### config.mk
export PLATFORM = sky130hd
export DESIGN_NAME = multicycle_ctrl
export DESIGN_NICKNAME = d
export VERILOG_FILES = /design/src/rtl/multicycle_ctrl.sv
export SDC_FILE = /design/constraint.sdc
export NUM_CORES = 1
export LEC_CHECK = 0
export CAP_MARGIN = 20
export CORE_UTILIZATION = 24
export DETAILED_ROUTE_END_ITERATION = 12
export GPL_ROUTABILITY_DRIVEN = 0
export GPL_TIMING_DRIVEN = 0
export PLACE_DENSITY = 0.76
export SYNTH_ARGS = -nofsm -noshare
export SYNTH_HDL_FRONTEND = slang
export SYNTH_SLANG_ARGS = --single-unit
### constraint.sdc
create_clock -name clk_i -period 1.53 [get_ports clk_i]
set_input_delay 0.3825 -clock clk_i [delete_from_list [all_inputs] [get_ports clk_i]]
set_output_delay 0.3825 -clock clk_i [all_outputs]
set_load 0.01 [all_outputs]
### src/rtl/multicycle_ctrl.sv
// -----------------------------------------------------------------------------
// multicycle_ctrl
//
// Control FSM for a multicycle RV32I-style datapath. Sequences each
// instruction through FETCH -> DECODE -> EXEC -> (MEM) -> (WB) -> FETCH and
// produces the one-cycle write enables, the memory requests and the datapath
// mux selects. Illegal instructions park the controller in TRAP until reset.
//
// Optional feature (macro CTRL_TIMEOUT_EN):
//   When defined, a FETCH or MEM request left unacknowledged for
//   TIMEOUT_CYCLES cycles sends the controller to TRAP with timeout_o=1.
//   When undefined, requests wait indefinitely and timeout_o is tied low.
//
// Parameters
//   TIMEOUT_CYCLES  unacknowledged request cycles before a bus timeout
//
// Ports
//   clk_i           clock, all state changes on its rising edge
//   rst_i           asynchronous active-high reset; forces every output low
//   instr_i         instruction register contents (ignored in FETCH)
//   imem_req_o      instruction fetch request
//   imem_ack_i      instruction fetch acknowledge
//   dmem_req_o      data access request
//   dmem_we_o       data access write flag
//   dmem_ack_i      data access acknowledge
//   br_taken_i      branch comparator result
//   ir_we_o         instruction register write enable
//   pc_we_o         PC write enable
//   rf_we_o         register file write enable
//   pc_sel_o        0: PC+4, 1: registered ALU result
//   alu_a_sel_o     00: rs1, 01: PC, 10: zero
//   alu_b_sel_o     0: rs2, 1: immediate
//   wb_sel_o        00: ALU, 01: memory, 10: PC+4
//   illegal_o       held high in TRAP entered on an illegal instruction
//   timeout_o       held high in TRAP entered on a bus timeout
//   state_o         current state code
// -----------------------------------------------------------------------------
module multicycle_ctrl #(
    parameter int TIMEOUT_CYCLES = 16
) (
    input  logic        clk_i,
    input  logic        rst_i,
    input  logic [31:0] instr_i,
    output logic        imem_req_o,
    input  logic        imem_ack_i,
    output logic        dmem_req_o,
    output logic        dmem_we_o,
    input  logic        dmem_ack_i,
    input  logic        br_taken_i,
    output logic        ir_we_o,
    output logic        pc_we_o,
    output logic        rf_we_o,
    output logic        pc_sel_o,
    output logic [1:0]  alu_a_sel_o,
    output logic        alu_b_sel_o,
    output logic [1:0]  wb_sel_o,
    output logic        illegal_o,
    output logic        timeout_o,
    output logic [2:0]  state_o
);

    // -------------------------------------------------------------------------
    // Types and constants
    // -------------------------------------------------------------------------
    typedef enum logic [2:0] {
        S_FETCH  = 3'd0,
        S_DECODE = 3'd1,
        S_EXEC   = 3'd2,
        S_MEM    = 3'd3,
        S_WB     = 3'd4,
        S_TRAP   = 3'd5
    } state_e;

    localparam logic [4:0] OPC_LUI    = 5'b01101;
    localparam logic [4:0] OPC_AUIPC  = 5'b00101;
    localparam logic [4:0] OPC_JAL    = 5'b11011;
    localparam logic [4:0] OPC_JALR   = 5'b11001;
    localparam logic [4:0] OPC_BRANCH = 5'b11000;
    localparam logic [4:0] OPC_LOAD   = 5'b00000;
    localparam logic [4:0] OPC_STORE  = 5'b01000;
    localparam logic [4:0] OPC_OPIMM  = 5'b00100;
    localparam logic [4:0] OPC_OP     = 5'b01100;

    localparam logic [1:0] ALU_A_RS1  = 2'b00;
    localparam logic [1:0] ALU_A_PC   = 2'b01;
    localparam logic [1:0] ALU_A_ZERO = 2'b10;

    localparam logic [1:0] WB_ALU     = 2'b00;
    localparam logic [1:0] WB_MEM     = 2'b01;
    localparam logic [1:0] WB_PC4     = 2'b10;

    // Every controller output in one bundle so reset gating is a single mux.
    typedef struct packed {
        logic       imem_req;
        logic       ir_we;
        logic       dmem_req;
        logic       dmem_we;
        logic       pc_we;
        logic       pc_sel;
        logic       rf_we;
        logic [1:0] alu_a_sel;
        logic       alu_b_sel;
        logic [1:0] wb_sel;
        logic       illegal;
        logic       timeout;
    } ctrl_t;

    // -------------------------------------------------------------------------
    // Instruction decode (only meaningful outside FETCH)
    // -------------------------------------------------------------------------
    logic [4:0] opcode;
    logic       is_lui;
    logic       is_auipc;
    logic       is_jal;
    logic       is_jalr;
    logic       is_branch;
    logic       is_load;
    logic       is_store;
    logic       is_opimm;
    logic       is_op;
    logic       legal;

    assign opcode    = instr_i[6:2];
    assign is_lui    = (opcode == OPC_LUI);
    assign is_auipc  = (opcode == OPC_AUIPC);
    assign is_jal    = (opcode == OPC_JAL);
    assign is_jalr   = (opcode == OPC_JALR);
    assign is_branch = (opcode == OPC_BRANCH);
    assign is_load   = (opcode == OPC_LOAD);
    assign is_store  = (opcode == OPC_STORE);
    assign is_opimm  = (opcode == OPC_OPIMM);
    assign is_op     = (opcode == OPC_OP);

    // Compressed encodings (instr_i[1:0] != 11) are not supported.
    assign legal = (instr_i[1:0] == 2'b11) &&
                   (is_lui | is_auipc | is_jal | is_jalr | is_branch |
                    is_load | is_store | is_opimm | is_op);

    // The remaining instruction fields belong to the datapath.
    logic unused_instr;
    assign unused_instr = ^instr_i[31:7];

    // -------------------------------------------------------------------------
    // State register and optional request timeout
    // -------------------------------------------------------------------------
    state_e state_q;
    state_e state_d;
    ctrl_t  ctrl;
    logic   wait_expired;   // current request has run out of cycles
    logic   timeout_entry;  // this cycle moves to TRAP because of a timeout
    logic   trap_by_timeout;

    // NOTE: sequential state uses non-blocking (<=) so every flop samples the
    // pre-edge values; blocking here would create order-dependent races.
    // NOTE: the reset is asynchronous, so it sits in the sensitivity list and
    // takes effect without waiting for a clock edge.
    always_ff @(posedge clk_i or posedge rst_i) begin
        if (rst_i) begin
            state_q <= S_FETCH;
        end else begin
            state_q <= state_d;
        end
    end

`ifdef CTRL_TIMEOUT_EN
    localparam int CNT_W = (TIMEOUT_CYCLES > 1) ? $clog2(TIMEOUT_CYCLES) : 1;

    logic [CNT_W-1:0] wait_cnt_q;
    logic [CNT_W-1:0] wait_cnt_d;
    logic             timeout_q;
    logic             timeout_d;

    // The counter holds the number of request cycles already spent without
    // an ack; it restarts whenever the state changes (entry to FETCH/MEM).
    always_comb begin
        wait_cnt_d = '0;
        if ((state_d == state_q) && ((state_q == S_FETCH) || (state_q == S_MEM))) begin
            wait_cnt_d = wait_cnt_q + CNT_W'(1);
        end
        timeout_d = timeout_q | timeout_entry;
    end

    always_ff @(posedge clk_i or posedge rst_i) begin
        if (rst_i) begin
            wait_cnt_q <= '0;
            timeout_q  <= 1'b0;
        end else begin
            wait_cnt_q <= wait_cnt_d;
            timeout_q  <= timeout_d;
        end
    end

    // The cycle in which the count reaches TIMEOUT_CYCLES-1 is the last one
    // an ack may still arrive in.
    assign wait_expired    = (wait_cnt_q == CNT_W'(TIMEOUT_CYCLES - 1));
    assign trap_by_timeout = timeout_q;
`else
    assign wait_expired    = 1'b0;
    assign trap_by_timeout = 1'b0;

    logic unused_timeout;
    assign unused_timeout = timeout_entry ^ (TIMEOUT_CYCLES != 0);
`endif

    // -------------------------------------------------------------------------
    // Next-state and output logic
    // -------------------------------------------------------------------------
    // NOTE: every signal written here gets a default first, so no path can
    // leave one unassigned and infer a latch.
    always_comb begin
        state_d       = state_q;
        timeout_entry = 1'b0;
        ctrl          = '0;

        unique case (state_q)
            S_FETCH: begin
                ctrl.imem_req = 1'b1;
                if (imem_ack_i) begin
                    ctrl.ir_we = 1'b1;
                    state_d    = S_DECODE;
                end else if (wait_expired) begin
                    timeout_entry = 1'b1;
                    state_d       = S_TRAP;
                end
            end

            S_DECODE: begin
                state_d = legal ? S_EXEC : S_TRAP;
            end

            S_EXEC: begin
                if (is_auipc || is_jal || is_branch) begin
                    ctrl.alu_a_sel = ALU_A_PC;
                end else if (is_lui) begin
                    ctrl.alu_a_sel = ALU_A_ZERO;
                end else begin
                    ctrl.alu_a_sel = ALU_A_RS1;
                end
                ctrl.alu_b_sel = ~is_op;

                if (is_load || is_store) begin
                    state_d = S_MEM;
                end else if (is_branch) begin
                    // Target was formed by the ALU in this cycle's operands;
                    // the comparator decides between it and PC+4.
                    ctrl.pc_we  = 1'b1;
                    ctrl.pc_sel = br_taken_i;
                    state_d     = S_FETCH;
                end else begin
                    state_d = S_WB;
                end
            end

            S_MEM: begin
                ctrl.dmem_req = 1'b1;
                ctrl.dmem_we  = is_store;
                if (dmem_ack_i) begin
                    if (is_store) begin
                        // Stores have no writeback, so the PC advances here.
                        ctrl.pc_we = 1'b1;
                        state_d    = S_FETCH;
                    end else begin
                        state_d = S_WB;
                    end
                end else if (wait_expired) begin
                    timeout_entry = 1'b1;
                    state_d       = S_TRAP;
                end
            end

            S_WB: begin
                ctrl.rf_we = 1'b1;
                if (is_load) begin
                    ctrl.wb_sel = WB_MEM;
                end else if (is_jal || is_jalr) begin
                    ctrl.wb_sel = WB_PC4;
                end else begin
                    ctrl.wb_sel = WB_ALU;
                end
                ctrl.pc_we  = 1'b1;
                ctrl.pc_sel = is_jal | is_jalr;
                state_d     = S_FETCH;
            end

            S_TRAP: begin
                // Sink state: only reset leaves it.
                ctrl.illegal = ~trap_by_timeout;
                ctrl.timeout = trap_by_timeout;
            end

            default: begin
                state_d = S_FETCH;
            end
        endcase
    end

    // -------------------------------------------------------------------------
    // Outputs: forced low while reset is asserted, independent of the clock
    // -------------------------------------------------------------------------
    ctrl_t ctrl_out;

    assign ctrl_out    = rst_i ? '0 : ctrl;

    assign imem_req_o  = ctrl_out.imem_req;
    assign ir_we_o     = ctrl_out.ir_we;
    assign dmem_req_o  = ctrl_out.dmem_req;
    assign dmem_we_o   = ctrl_out.dmem_we;
    assign pc_we_o     = ctrl_out.pc_we;
    assign pc_sel_o    = ctrl_out.pc_sel;
    assign rf_we_o     = ctrl_out.rf_we;
    assign alu_a_sel_o = ctrl_out.alu_a_sel;
    assign alu_b_sel_o = ctrl_out.alu_b_sel;
    assign wb_sel_o    = ctrl_out.wb_sel;
    assign illegal_o   = ctrl_out.illegal;
    assign timeout_o   = ctrl_out.timeout;
    assign state_o     = rst_i ? 3'd0 : state_q;

endmodule

==> results_dict.tcl, run 1 <==
set metrics [dict create \
    num-nets-final 155 \
    startpoint_type "flop" \
    overflow 0 \
    ys_top_cells_by_area "dfrtp_1, nor3_1, nand2b_1" \
    nFillCells 164 \
    die_h_um 46.3 \
    num_antenna_cells 0 \
    ys_seq_area_frac 0.159 \
    synth_edf_count 0 \
    dp_cells 123 \
    slew_violations 0 \
    grt_max_degree 9 \
    synth-seq-cells 3 \
    hold_path_class "primary input to asynchronous set/reset pin" \
    cts_made_buffers 3 \
    setup.worst_path.end_class "output port" \
    dieWidth_um 46.3 \
    area_growth_pct 105 \
    syn_area_um2 472 \
    hold_viol 0 \
    fin_crit_sh 1.21 \
    wl_per_cell_um 13.5 \
    path_max_fanout 6 \
    max_cap_viol_count 0 \
    ys_warn_count 0 \
    setup_slack_ns -0.316 \
    vias_per_cell 5.17 \
    powerDensity_nw_per_um2 1060 \
    violations "negative setup slack" \
    leakagePower_nw 0.447 \
    grt_usage 0.201 \
    synth_area_leader_cell "dfrtp_1" \
    stdcell_count 142 \
    wirelength_mm 1.92 \
    drive_gt1_frac 0.590 \
    top_regs "state_q (3)" \
    clockBufferDepth 2 \
    htreeDepth 1 \
    synth_nets 108 \
    holdBufCountCts 0 \
    first_global_vias 687 \
    cts-root-buf "clkbuf_4" \
    max_freq_mhz 542 \
    ir_drop_uv 693 \
    dieArea_um2 2150 \
    ys_async_sr_fraction 1.00 \
    avgSynthCellArea_um2 6.64 \
    utilization 0.543 \
    syn-instance-count 71 \
    mostFrequentLayoutCells "buf_4, buf_2, buf_6, nor2_1, clkdlybuf4s50_1" \
    path_clk_slew_ns 0.04 \
    skew_ns 0.00101 \
    synthFlopType "dfrtp_1" \
    drt_iter0_markers 19 \
    clkSinkCount 3 \
    grt_first_pass_wirelength_mm 3.10 \
    cts_tree "done" \
    synth_top_cell_area_share 0.159 \
    fp.coreArea_um2 1780 \
    antenna_found_initial 0 \
    largest_reg_flops 3 \
    setup_violations 12 \
    final_common_cell "buf_4" \
    dr_total_vias 734 \
    ios 54 \
    finalSetupTns_ns -2.56 \
    status "complete, but fails checks" \
    start_util 0.265 \
    critPathArrivalTime_ns 1.46 \
    path_class "flop to output port" \
    portBuffers 27 \
    dp_hpwl_mm 1.11 \
    ant_nets 0 \
    yosysUniqueCellTypes 33 \
    regMostFlops "state_q" \
    drc 0 \
    rows 15 \
    first_pass_iters 4 \
    rsz0062_at_grt "true" \
    finalCriticalPeriod_ns 1.85 \
    clock_latency_ns 0.23 \
    cp.required_ns 1.15 \
]
==> kinds of logic after synthesis <==
logic type | count (synthesis) | synth area share
compound gates | 14 | 0.204
fa+ha+maj | 1 | 0.0212
buf+inv | 8 | 0.0822
flops | 3 | 0.159
other cells | 1 | 0.00795
simple gates | 44 | 0.525
==> synthesized netlist by cell type, types with 2 or more instances <==
| library cell | count |
|---|---|
| a21oi_1 | 2 |
| buf_4 | 2 |
| dfrtp_1 | 3 |
| inv_1 | 5 |
| nand2_1 | 5 |
| nand2b_1 | 5 |
| nand3b_1 | 2 |
| nor2_1 | 8 |
| nor2b_1 | 4 |
| nor3_1 | 8 |
| nor3b_1 | 2 |
| o21ai_0 | 3 |
| or2_2 | 2 |
==> metrics by stage <==
step / setup WS (ns) / instance area (µm²) / power (mW) / hold slack, ns
after floorplan: -0.0729 / 503 / 0.396 / 0.136
after CTS: -0.323 / 950 / 0.917 / 0.218
after global placement: -1.13 / 805 / 0.568 / 0.615
after global routing: -0.366 / 968 / 1.09 / 0.133
after detailed placement: -1.16 / 805 / 0.573 / 0.621
final: -0.316 / 968 / 1.02 / 0.118
==> what timing repair did <==
item                                    CTS  global route
resized for setup                       105            13
endpoints found under the setup margin   19            17
buffers inserted                         12             3
pin swaps                                10             5
gates cloned                              0             0
==> power by group <==
part,leakage [nW],switching [mW],internal (mW)
Sequential,0.0331,0.0378,0.110
Combinational,0.399,0.341,0.393
Clock,0.0150,0.0440,0.0979
==> layer usage <==
| metal | vias to the layer above | track usage | wire length [µm] |
|---|---|---|---|
| met2 | 33 | 0.333 | 936 |
| met5 | - | 0 | 0 |
| met3 | 10 | 0.0235 | 92 |
| li1 | 350 | - | - |
| met4 | 0 | 0.135 | 101 |
| met1 | 341 | 0.239 | 786 |
==> final timing paths <==
check                           slack [ns]  cells after the start                    from                      to
worst max-delay path                 -0.32                      5  state_q[0]$_DFFE_PP0P_          alu_a_sel_o[1]
worst min-delay path                  0.12                      2                   rst_i  state_q[0]$_DFFE_PP0P_
worst max register to register        0.09                      6  state_q[0]$_DFFE_PP0P_  state_q[0]$_DFFE_PP0P_
worst min register to register        0.66                      2  state_q[2]$_DFFE_PP0P_  state_q[0]$_DFFE_PP0P_
max in group asynchronous             1.27                      2                   rst_i  state_q[1]$_DFFE_PP0P_
min in group clk_i                    0.50                      3              instr_i[3]  state_q[0]$_DFFE_PP0P_
==> critical path: stages, from the launching register on <==
cell      delay, ns
dfrtp_1        0.37
buf_6          0.13
nand3b_1       0.19
or2_4          0.27
nor3_2         0.10
buf_2          0.15
==> final cells by class <==
cell class / count / area, µm² / area share
plain buffers: 3 / 30.0 / 0.0310
well taps: 25 / 31.3 / 0.0323
multi-input cells: 60 / 475 / 0.491
flip-flops and latches: 3 / 77.6 / 0.0801
inverters: 5 / 18.8 / 0.0194
repair buffers: 42 / 309 / 0.319
clock buffers: 4 / 26.3 / 0.0271
No activity file was read; power rests on OpenSTA's default activity.
==> run 2, diff against run 1 <==
--- a/config.mk
+++ b/config.mk
@@ -6,6 +6,7 @@
 export NUM_CORES = 1
 export LEC_CHECK = 0
 export CAP_MARGIN = 20
+export CORE_MARGIN = 2
 export CORE_UTILIZATION = 24
 export DETAILED_ROUTE_END_ITERATION = 12
 export GPL_ROUTABILITY_DRIVEN = 0
==> run 2 against run 1 <==
The flow still finishes with violations (negative setup slack). Setup slack better by 0.040 ns. Sequential share of layout area down 0.44 points. Highest routed layer unchanged. Clock power grew 8%. Largest cell class unchanged. Worst hold slack got worse by 0.018 ns. Critical endpoint unchanged. Power grew 2.4%.
==> results_dict.tcl, run 2 (same netlist as run 1, synthesis figures left out) <==
set metrics [dict create \
    status "complete, but fails checks" \
    violations "negative setup slack" \
    ant_nets 0 \
    powerDensity_nw_per_um2 1020 \
    rsz0062_at_grt "true" \
    cts_made_buffers 3 \
    setup.worst_path.end_class "output port" \
    htreeDepth 1 \
    critPathArrivalTime_ns 1.42 \
    ios 54 \
    max_cap_viol_count 0 \
    clock_latency_ns 0.26 \
    holdBufCountCts 0 \
    cts-root-buf "clkbuf_4" \
    slew_violations 0 \
    skew_ns 0.0142 \
    top_regs "state_q (3)" \
    pre_cts_slack_ns -1.16 \
    first_global_vias 707 \
    leakagePower_nw 0.464 \
    clockBufferDepth 2 \
    max_freq_mhz 553 \
    dr_total_vias 738 \
    regToRegSetupSlack_ns -0.02 \
    antenna_found_initial 0 \
    rows 16 \
    clkSinkCount 3 \
    setup_slack_ns -0.277 \
    grt_max_degree 9 \
    regMostFlops "state_q" \
    slew_headroom 0.666 \
    portBuffers 27 \
    drc 0 \
    wl_per_cell_um 13.7 \
    drive_gt1_frac 0.613 \
    wl_met2_mm 1.00 \
    ir_drop_uv 707 \
    path_clk_slew_ns 0.05 \
    seq_area_um2 77.6 \
    multi_input_area_um2 493 \
    drt_iter0_markers 14 \
    finalCriticalPeriod_ns 1.81 \
    dieWidth_um 48.3 \
    wl_met3_um 108 \
    cts_tree "done" \
    highest_layer "met4" \
    overflow 0 \
    num_antenna_cells 0 \
    path_max_fanout 5 \
    area_growth_pct 117 \
    first_pass_iters 4 \
    cp.required_ns 1.15 \
    start_util 0.248 \
    vias_per_cell 5.05 \
    startpoint_type "flop" \
    setup_violations 13 \
    hold_viol 0 \
    grt_first_pass_wirelength_mm 3.08 \
    fp.coreArea_um2 1900 \
    wirelength_mm 1.99 \
    worst_pin_slew_ns 0.494 \
    dieArea_um2 2340 \
    fin_crit_sh 1.18 \
    utilization 0.539 \
    nFillCells 167 \
    num-nets-final 157 \
    path_class "flop to output port" \
    grt_usage 0.165 \
    hold_path_class "primary input to asynchronous set/reset pin" \
    largest_reg_flops 3 \
    dp_hpwl_mm 1.12 \
    wl_met1_um 833 \
    die_h_um 48.3 \
    mostFrequentLayoutCells "buf_4, buf_2, buf_6, nor2_1" \
    final_common_cell "buf_4" \
]
-- run 2: final cells by class --
class / count / share of cell area
Sequential cell: 3 / 0.0757
Tap cell: 27 / 0.0330
Timing Repair Buffer: 44 / 0.332
Multi-Input combinational cell: 60 / 0.481
Clock buffer: 4 / 0.0256
Buffer: 3 / 0.0293
Inverter: 5 / 0.0232
-- run 2: metal layers --
metal | vias up | track usage
li1 | 350 | -
met1 | 354 | 0.199
met2 | 29 | 0.269
met3 | 5 | 0.0401
met4 | 0 | 0.0905
met5 | - | 0
-- run 2: where the power goes --
group | internal [mW] | switching [mW] | total [mW] | leakage (nW)
clock | 0.0985 | 0.0555 | 0.154 | 0.0150
sequential | 0.110 | 0.0324 | 0.143 | 0.0331
combinational | 0.382 | 0.369 | 0.751 | 0.416
-- run 2: worst max-delay path, cell delays in order, from the launching register on --
cell,delay [ns]
dfrtp_1,0.38
buf_6,0.13
nand3b_1,0.18
or2_4,0.26
nor3_2,0.09
buf_2,0.14
-- run 2: final timing paths --
kind                                        start                endpoint  depth (start not counted)
max                        state_q[0]$_DFFE_PP0P_          alu_a_sel_o[1]                          5
min reg2reg                state_q[2]$_DFFE_PP0P_  state_q[0]$_DFFE_PP0P_                          2
min                                         rst_i  state_q[1]$_DFFE_PP0P_                          2
max in group asynchronous                   rst_i  state_q[2]$_DFFE_PP0P_                          2
min in group clk_i                     instr_i[3]  state_q[2]$_DFFE_PP0P_                          3
max reg2reg                state_q[0]$_DFFE_PP0P_  state_q[2]$_DFFE_PP0P_                          6
-- run 2: timing repair --
| item | 4_1_cts | 5_1_grt |
|---|---|---|
| buffers inserted | 14 | 3 |
| endpoints found under the setup margin | 19 | 15 |
| pin swaps | 10 | 11 |
| resized for setup | 107 | 24 |
-- run 2: metrics by stage --
step                hold slack (ns)  power, mW  instance area [µm²]  instances  setup TNS, ns
global placement              0.619      0.569                  807        125         -14.59
detailed placement            0.636      0.577                  807        125         -14.93
CTS                           0.225      0.897                  950        143          -2.37
floorplan                     0.136      0.396                  503         71         -0.208
finish                        0.101       1.05                 1020        146          -2.42
global route                  0.132       1.10                 1020        146          -3.02
